File: src/rtl/step_ctrl.sv
// rtl/step_ctrl.sv - debounced single-step and optional auto-run step generator
//
// Ports:
//   clk        board clock, all logic on rising edge
//   reset      synchronous active-low reset
//   btn_n      raw step button, asynchronous, active-low
//   run        auto-run switch, asynchronous, 1 = run (used only with STEP_CTRL_AUTORUN_EN)
//   halt       synchronous; 1 suppresses every step pulse, requests are dropped
//   step       one-cycle step enable to the processor
//   pressed    debounced button state, 1 = held
//   step_count step pulses issued, modulo 2**CNT_W
//
// Optional feature macro: STEP_CTRL_AUTORUN_EN (run synchroniser, divider, auto-step)
module step_ctrl #(
    parameter int DEB_CYCLES = 500000,
    parameter int RUN_DIV    = 25000000,
    parameter int CNT_W      = 16
) (
    input  logic             clk,
    input  logic             reset,
    input  logic             btn_n,
    input  logic             run,
    input  logic             halt,
    output logic             step,
    output logic             pressed,
    output logic [CNT_W-1:0] step_count
);

    localparam int DEB_W = $clog2(DEB_CYCLES);
    localparam logic [DEB_W-1:0] DEB_LAST = DEB_W'(DEB_CYCLES - 1);

    typedef enum logic [1:0] {
        IDLE         = 2'd0,
        PRESS_WAIT   = 2'd1,
        HELD         = 2'd2,
        RELEASE_WAIT = 2'd3
    } state_t;

    state_t           state;
    state_t           state_next;
    logic [DEB_W-1:0] deb_cnt;
    logic [DEB_W-1:0] deb_cnt_next;
    logic [1:0]       btn_sync;
    logic             btn_s;
    logic             man_edge;
    logic             man_req;
    logic             auto_req;
    logic             req_q;

    // Preset to 1 so a reset never looks like a button press.
    always_ff @(posedge clk) begin
        if (!reset) begin
            btn_sync <= 2'b11;
        end else begin
            btn_sync <= {btn_sync[0], btn_n};
        end
    end

    assign btn_s = btn_sync[1];

    always_ff @(posedge clk) begin
        if (!reset) begin
            state   <= IDLE;
            deb_cnt <= '0;
        end else begin
            state   <= state_next;
            deb_cnt <= deb_cnt_next;
        end
    end

    always_comb begin
        state_next   = state;
        deb_cnt_next = deb_cnt;
        case (state)
            IDLE: begin
                if (!btn_s) begin
                    state_next   = PRESS_WAIT;
                    deb_cnt_next = '0;
                end
            end
            PRESS_WAIT: begin
                if (btn_s) begin
                    state_next = IDLE;
                end else if (deb_cnt == DEB_LAST) begin
                    state_next = HELD;
                end else begin
                    deb_cnt_next = deb_cnt + 1'b1;
                end
            end
            HELD: begin
                if (btn_s) begin
                    state_next   = RELEASE_WAIT;
                    deb_cnt_next = '0;
                end
            end
            RELEASE_WAIT: begin
                if (!btn_s) begin
                    state_next = HELD;
                end else if (deb_cnt == DEB_LAST) begin
                    state_next = IDLE;
                end else begin
                    deb_cnt_next = deb_cnt + 1'b1;
                end
            end
            default: begin
                state_next   = IDLE;
                deb_cnt_next = '0;
            end
        endcase
    end

    always_comb begin
        pressed  = (state == HELD) || (state == RELEASE_WAIT);
        // True only in the cycle that commits PRESS_WAIT -> HELD.
        man_edge = (state == PRESS_WAIT) && !btn_s && (deb_cnt == DEB_LAST);
    end

`ifdef STEP_CTRL_AUTORUN_EN
    localparam int DIV_W = $clog2(RUN_DIV);
    localparam logic [DIV_W-1:0] DIV_LAST = DIV_W'(RUN_DIV - 1);

    logic [1:0]       run_sync;
    logic             run_s;
    logic             run_q;
    logic [DIV_W-1:0] div;

    assign run_s = run_sync[1];

    // run_q delays the divider start by one cycle so the first auto-step
    // lands RUN_DIV+3 edges after run is sampled; dropping run_s stops it at once.
    always_ff @(posedge clk) begin
        if (!reset) begin
            run_sync <= 2'b00;
            run_q    <= 1'b0;
            div      <= '0;
        end else begin
            run_sync <= {run_sync[0], run};
            run_q    <= run_s;
            if (run_s && run_q) begin
                div <= (div == DIV_LAST) ? '0 : div + 1'b1;
            end else begin
                div <= '0;
            end
        end
    end

    assign auto_req = run_s && run_q && (div == DIV_LAST);
    assign man_req  = man_edge && !run_s;
`else
    logic unused_cfg;

    assign unused_cfg = run ^ (RUN_DIV < 2);
    assign auto_req   = 1'b0;
    assign man_req    = man_edge;
`endif

    // Requests are registered once, then gated by halt into the step flop;
    // a request seen while halted is simply lost.
    always_ff @(posedge clk) begin
        if (!reset) begin
            req_q      <= 1'b0;
            step       <= 1'b0;
            step_count <= '0;
        end else begin
            req_q <= man_req || auto_req;
            step  <= req_q && !halt;
            if (step) begin
                step_count <= step_count + 1'b1;
            end
        end
    end

endmodule

File: config.mk
export PLATFORM = sky130hd
export DESIGN_NAME = step_ctrl
export DESIGN_NICKNAME = d
export VERILOG_FILES = /design/src/rtl/step_ctrl.sv
export SDC_FILE = /design/constraint.sdc
export NUM_CORES = 1
export LEC_CHECK = 0
export CORE_UTILIZATION = 55
export CTS_CLUSTER_DIAMETER = 120
export DETAILED_ROUTE_END_ITERATION = 7
export GPL_TIMING_DRIVEN = 1
export PLACE_DENSITY = 0.81
export SYNTH_ARGS = -nofsm -noshare
export SYNTH_HDL_FRONTEND = slang
export SYNTH_SLANG_ARGS = --single-unit
File: constraint.sdc
create_clock -name clk -period 4.45 [get_ports clk]
set_clock_uncertainty 0.15 [all_clocks]
set_input_delay 1.1125 -clock clk [delete_from_list [all_inputs] [get_ports clk]]
set_output_delay 1.1125 -clock clk [all_outputs]
set_load 0.03 [all_outputs]
==> results.md <==
- **setup_tns** 0 ns
- **Buffers & Inverters on Critical Path** 1
- **clock insertion delay at the later pin of the skew report** 0.30 ns
- **Crit. End Element** output pin
- **overall die area** 0.00411 mm²
- **via count of the first global-routing pass** 1852
- **Highest Clock Rate** 362 MHz
- **number of standard cells after synthesis** 255
- **Area Growth Syn to Fin** 14.7%
- **pin count of the biggest net entering global routing** 33
- **antenna viol nets, final** 0
- **EDFF count, synth** 0
- **combinational fraction of design power** 0.035
- **Seq. cell area** 821 µm²
- **Initial Utilization** 0.575
- **RSZ-0062 raised after global routing** false
- **final core utilization** 0.660
- **fraction of power consumed by sequential logic** 0.584
- **global placement routability congestion** 0.851
- **ordered cell list for the critical path** clkdlybuf4s50_1
- **switching fraction of total power** 0.235
- **DR top layer** met4
- **detailed router's first-iteration violation count** 241
- **Slew Limit Fails** 0
- **TritonCTS clock tree** done
- **Layout Nets** 277
- **post-synthesis sequential element count** 41
- **R2R setup slack** 1.91 ns
- **cell type of the slowest stage on the worst timing path** clkdlybuf4s50_1
- **fraction of registers with async set/reset** 0
- **post_cts resized** 0
- **Metal-1 WL** 2210 µm
- **Routed met2 length** 2200 µm
- **number of remaining DRC errors** 0
- **share of post-route cells with drive strength above 1** 0.0664
- **number of nets produced by synthesis** 262
- **Final period util** 0.620
- **Total Routing Usage GR** 0.257
- **dpl cell area** 0.00235 mm²
- **portion of total power attributed to the clock network** 0.381
- **Longest Clk Path Bufs** 2
- **standard-cell rows** 22
- **Final Cell Area** 0.00243 mm²
- **min cycle time layout** 2.76 ns
- **placed wire-length estimate after detailed placement** 3190 µm
- **highest fanout seen on the critical path** 5
- **average via count per standard cell** 6.26
- **clock slew seen by the registers of the worst setup and hold paths** 0.08 ns
- **detailed-routing iteration count for the pre-antenna-repair pass** 4
- **Cell Area, Synth** 0.00212 mm²
- **Post-Route Hold Slack** 0.272 ns
- **power spent charging and discharging nets** 149 µW
- **type of element launching the critical path** flip-flop
- **endpoint arrival time on the critical path** 1.50 ns
- **Crit Path Category** reg -> out
- **required arrival time at the worst endpoint** 3.19 ns
- **count of endpoints failing hold in the final timing report** 0
- **total vias in the final route** 1997
- **ports placed on the boundary** 23
- **VDD IR-drop max** 0.000203 V
- **number of different library cells in the post-synthesis netlist** 52
- **wire length after detailed routing** 4750 µm
- **yosys synthesis warning count** 0
- **port bufs** 21
- **prevailing post-synth register cell** dfxtp_1
- **number of max-cap violations** 0
- **fill cell instance count of the final layout** 332
- **overall power consumption** 633 µW
- **post-CTS setup buffer count** 0
- **Crit path max-delay family** buffers and inverters
- **static leakage power** 0.000726 µW
- **# hold bufs at CTS** 0
- **die boundary height** 64.1 µm
- **detailed-routed wire length on met3** 307 µm
- **highest-count cells in the layout ignoring fill and taps** dfxtp_1, clkdlybuf4s50_1, nand2_1
- **multi-input logic area** 0.00121 mm²
- **TritonCTS buffer count** 5
- **Internal Power** 485 µW
- **wire length of the first global-routing pass** 8320 µm
- **worst-case headroom to the max-slew limit** 0.277
- **total global routing overflow** 0
- **number of levels in the clock H-tree** 2
- **placeable core region** 0.00369 mm²
- **largest stage delay on the critical path** 0.73 ns
- **die extent in x** 64.1 µm
- **outcome** complete, no violations
- **setup-violating endpoint count in the final report** 0
- **sequential element share of the synthesized area** 0.387
- **number of antenna violations at the first check in global routing** 0
- **Clk Tree Root Cell** clkbuf_8
- **worst-margin pin slew** 1.08 ns
- **average cell area after synthesis** 8.32 µm²
- **CTS Sinks** 41
- **pwr/cell area** 260 mW/mm²
- **drt wl/cell** 14.9 µm
- **worst hold path class** reg -> reg
- **Inserted Diodes** 0
- **most common cell after layout, fill and taps aside** dfxtp_1
[final timing paths]
path                               startpoint            end  depth (start not counted)
worst max-delay path            step_count[0]  step_count[0]                          1
worst min-delay path              btn_sync[0]    btn_sync[1]                          1
worst max register to register       state[0]     deb_cnt[1]                          4
worst min register to register    btn_sync[0]    btn_sync[1]                          1
[layer usage]
metal | global-route usage | vias to the layer above
li1 | - | 988
met1 | 0.348 | 939
met2 | 0.400 | 66
met3 | 0.0643 | 4
met4 | 0.0861 | 0
met5 | 0 | -
[power by group through the flow]
stage | clock network [µW] | registers (µW) | logic, µW
after floorplan | 0 | 377 | 15.1
after global placement | 0 | 378 | 21.7
after detailed placement | 0 | 378 | 22.0
after CTS | 246 | 369 | 22.0
after global routing | 261 | 370 | 24.6
final | 241 | 370 | 22.4
[logic make-up after synthesis]
logic type      count (synthesis)  synth area share
buf+inv                        24            0.0442
flops                          41             0.387
compound gates                 53             0.167
mux                             3            0.0142
simple gates                  121             0.330
xor+xnor                       11            0.0454
fa+ha+maj                       2            0.0118
[flip-flops by register name (all words and copies together) (netlist names), named ones only]
signal      cells
step_count     16
req_q           1
deb_cnt        19
state           1
step            1
btn_sync        2
[per-stage QoR]
step,setup slack [ns],cells
2_1_floorplan,2.37,255
3_3_place_gp,1.60,311
3_5_place_dp,1.61,311
4_1_cts,1.68,319
5_1_grt,1.65,319
6_report,1.69,319
[layout make-up]
| class | instances | share of cell area |
|---|---|---|
| well taps | 48 | 0.0247 |
| inverters | 9 | 0.0139 |
| clock buffers | 6 | 0.0298 |
| multi-input cells | 190 | 0.496 |
| repair buffers | 23 | 0.0925 |
| clock inverters | 2 | 0.00617 |
| flip-flops and latches | 41 | 0.337 |
[cells in the mapped netlist (2+ instances only)]
| cell | n | area share |
|---|---|---|
| dfxtp_1 | 41 | 0.39 |
| nand2_1 | 20 | 0.035 |
| nand3_1 | 17 | 0.040 |
| nor2_1 | 17 | 0.030 |
| nand4_1 | 16 | 0.047 |
| a21oi_1 | 15 | 0.035 |
| nor4_1 | 12 | 0.035 |
| clkbuf_1 | 11 | 0.019 |
| inv_1 | 8 | 0.014 |
| o31ai_1 | 7 | 0.025 |
| o211ai_1 | 6 | 0.021 |
| o21ai_0 | 6 | 0.014 |
| xor2_1 | 6 | 0.025 |
| or3_1 | 5 | 0.015 |
| xnor2_1 | 5 | 0.021 |
| nor3_1 | 4 | 0.0094 |
| or4_1 | 4 | 0.014 |
| a31oi_1 | 3 | 0.0088 |
| and2_1 | 3 | 0.0088 |
| buf_2 | 3 | 0.0071 |
| mux2i_1 | 3 | 0.014 |
| nand2b_1 | 3 | 0.0088 |
| nor4b_1 | 3 | 0.012 |
| nor4bb_1 | 3 | 0.014 |
| o21a_1 | 3 | 0.011 |
| a41o_1 | 2 | 0.0094 |
| and3_1 | 2 | 0.0059 |
| ha_1 | 2 | 0.012 |
| or2_2 | 2 | 0.0059 |
Power figures use the tool's default switching activity.
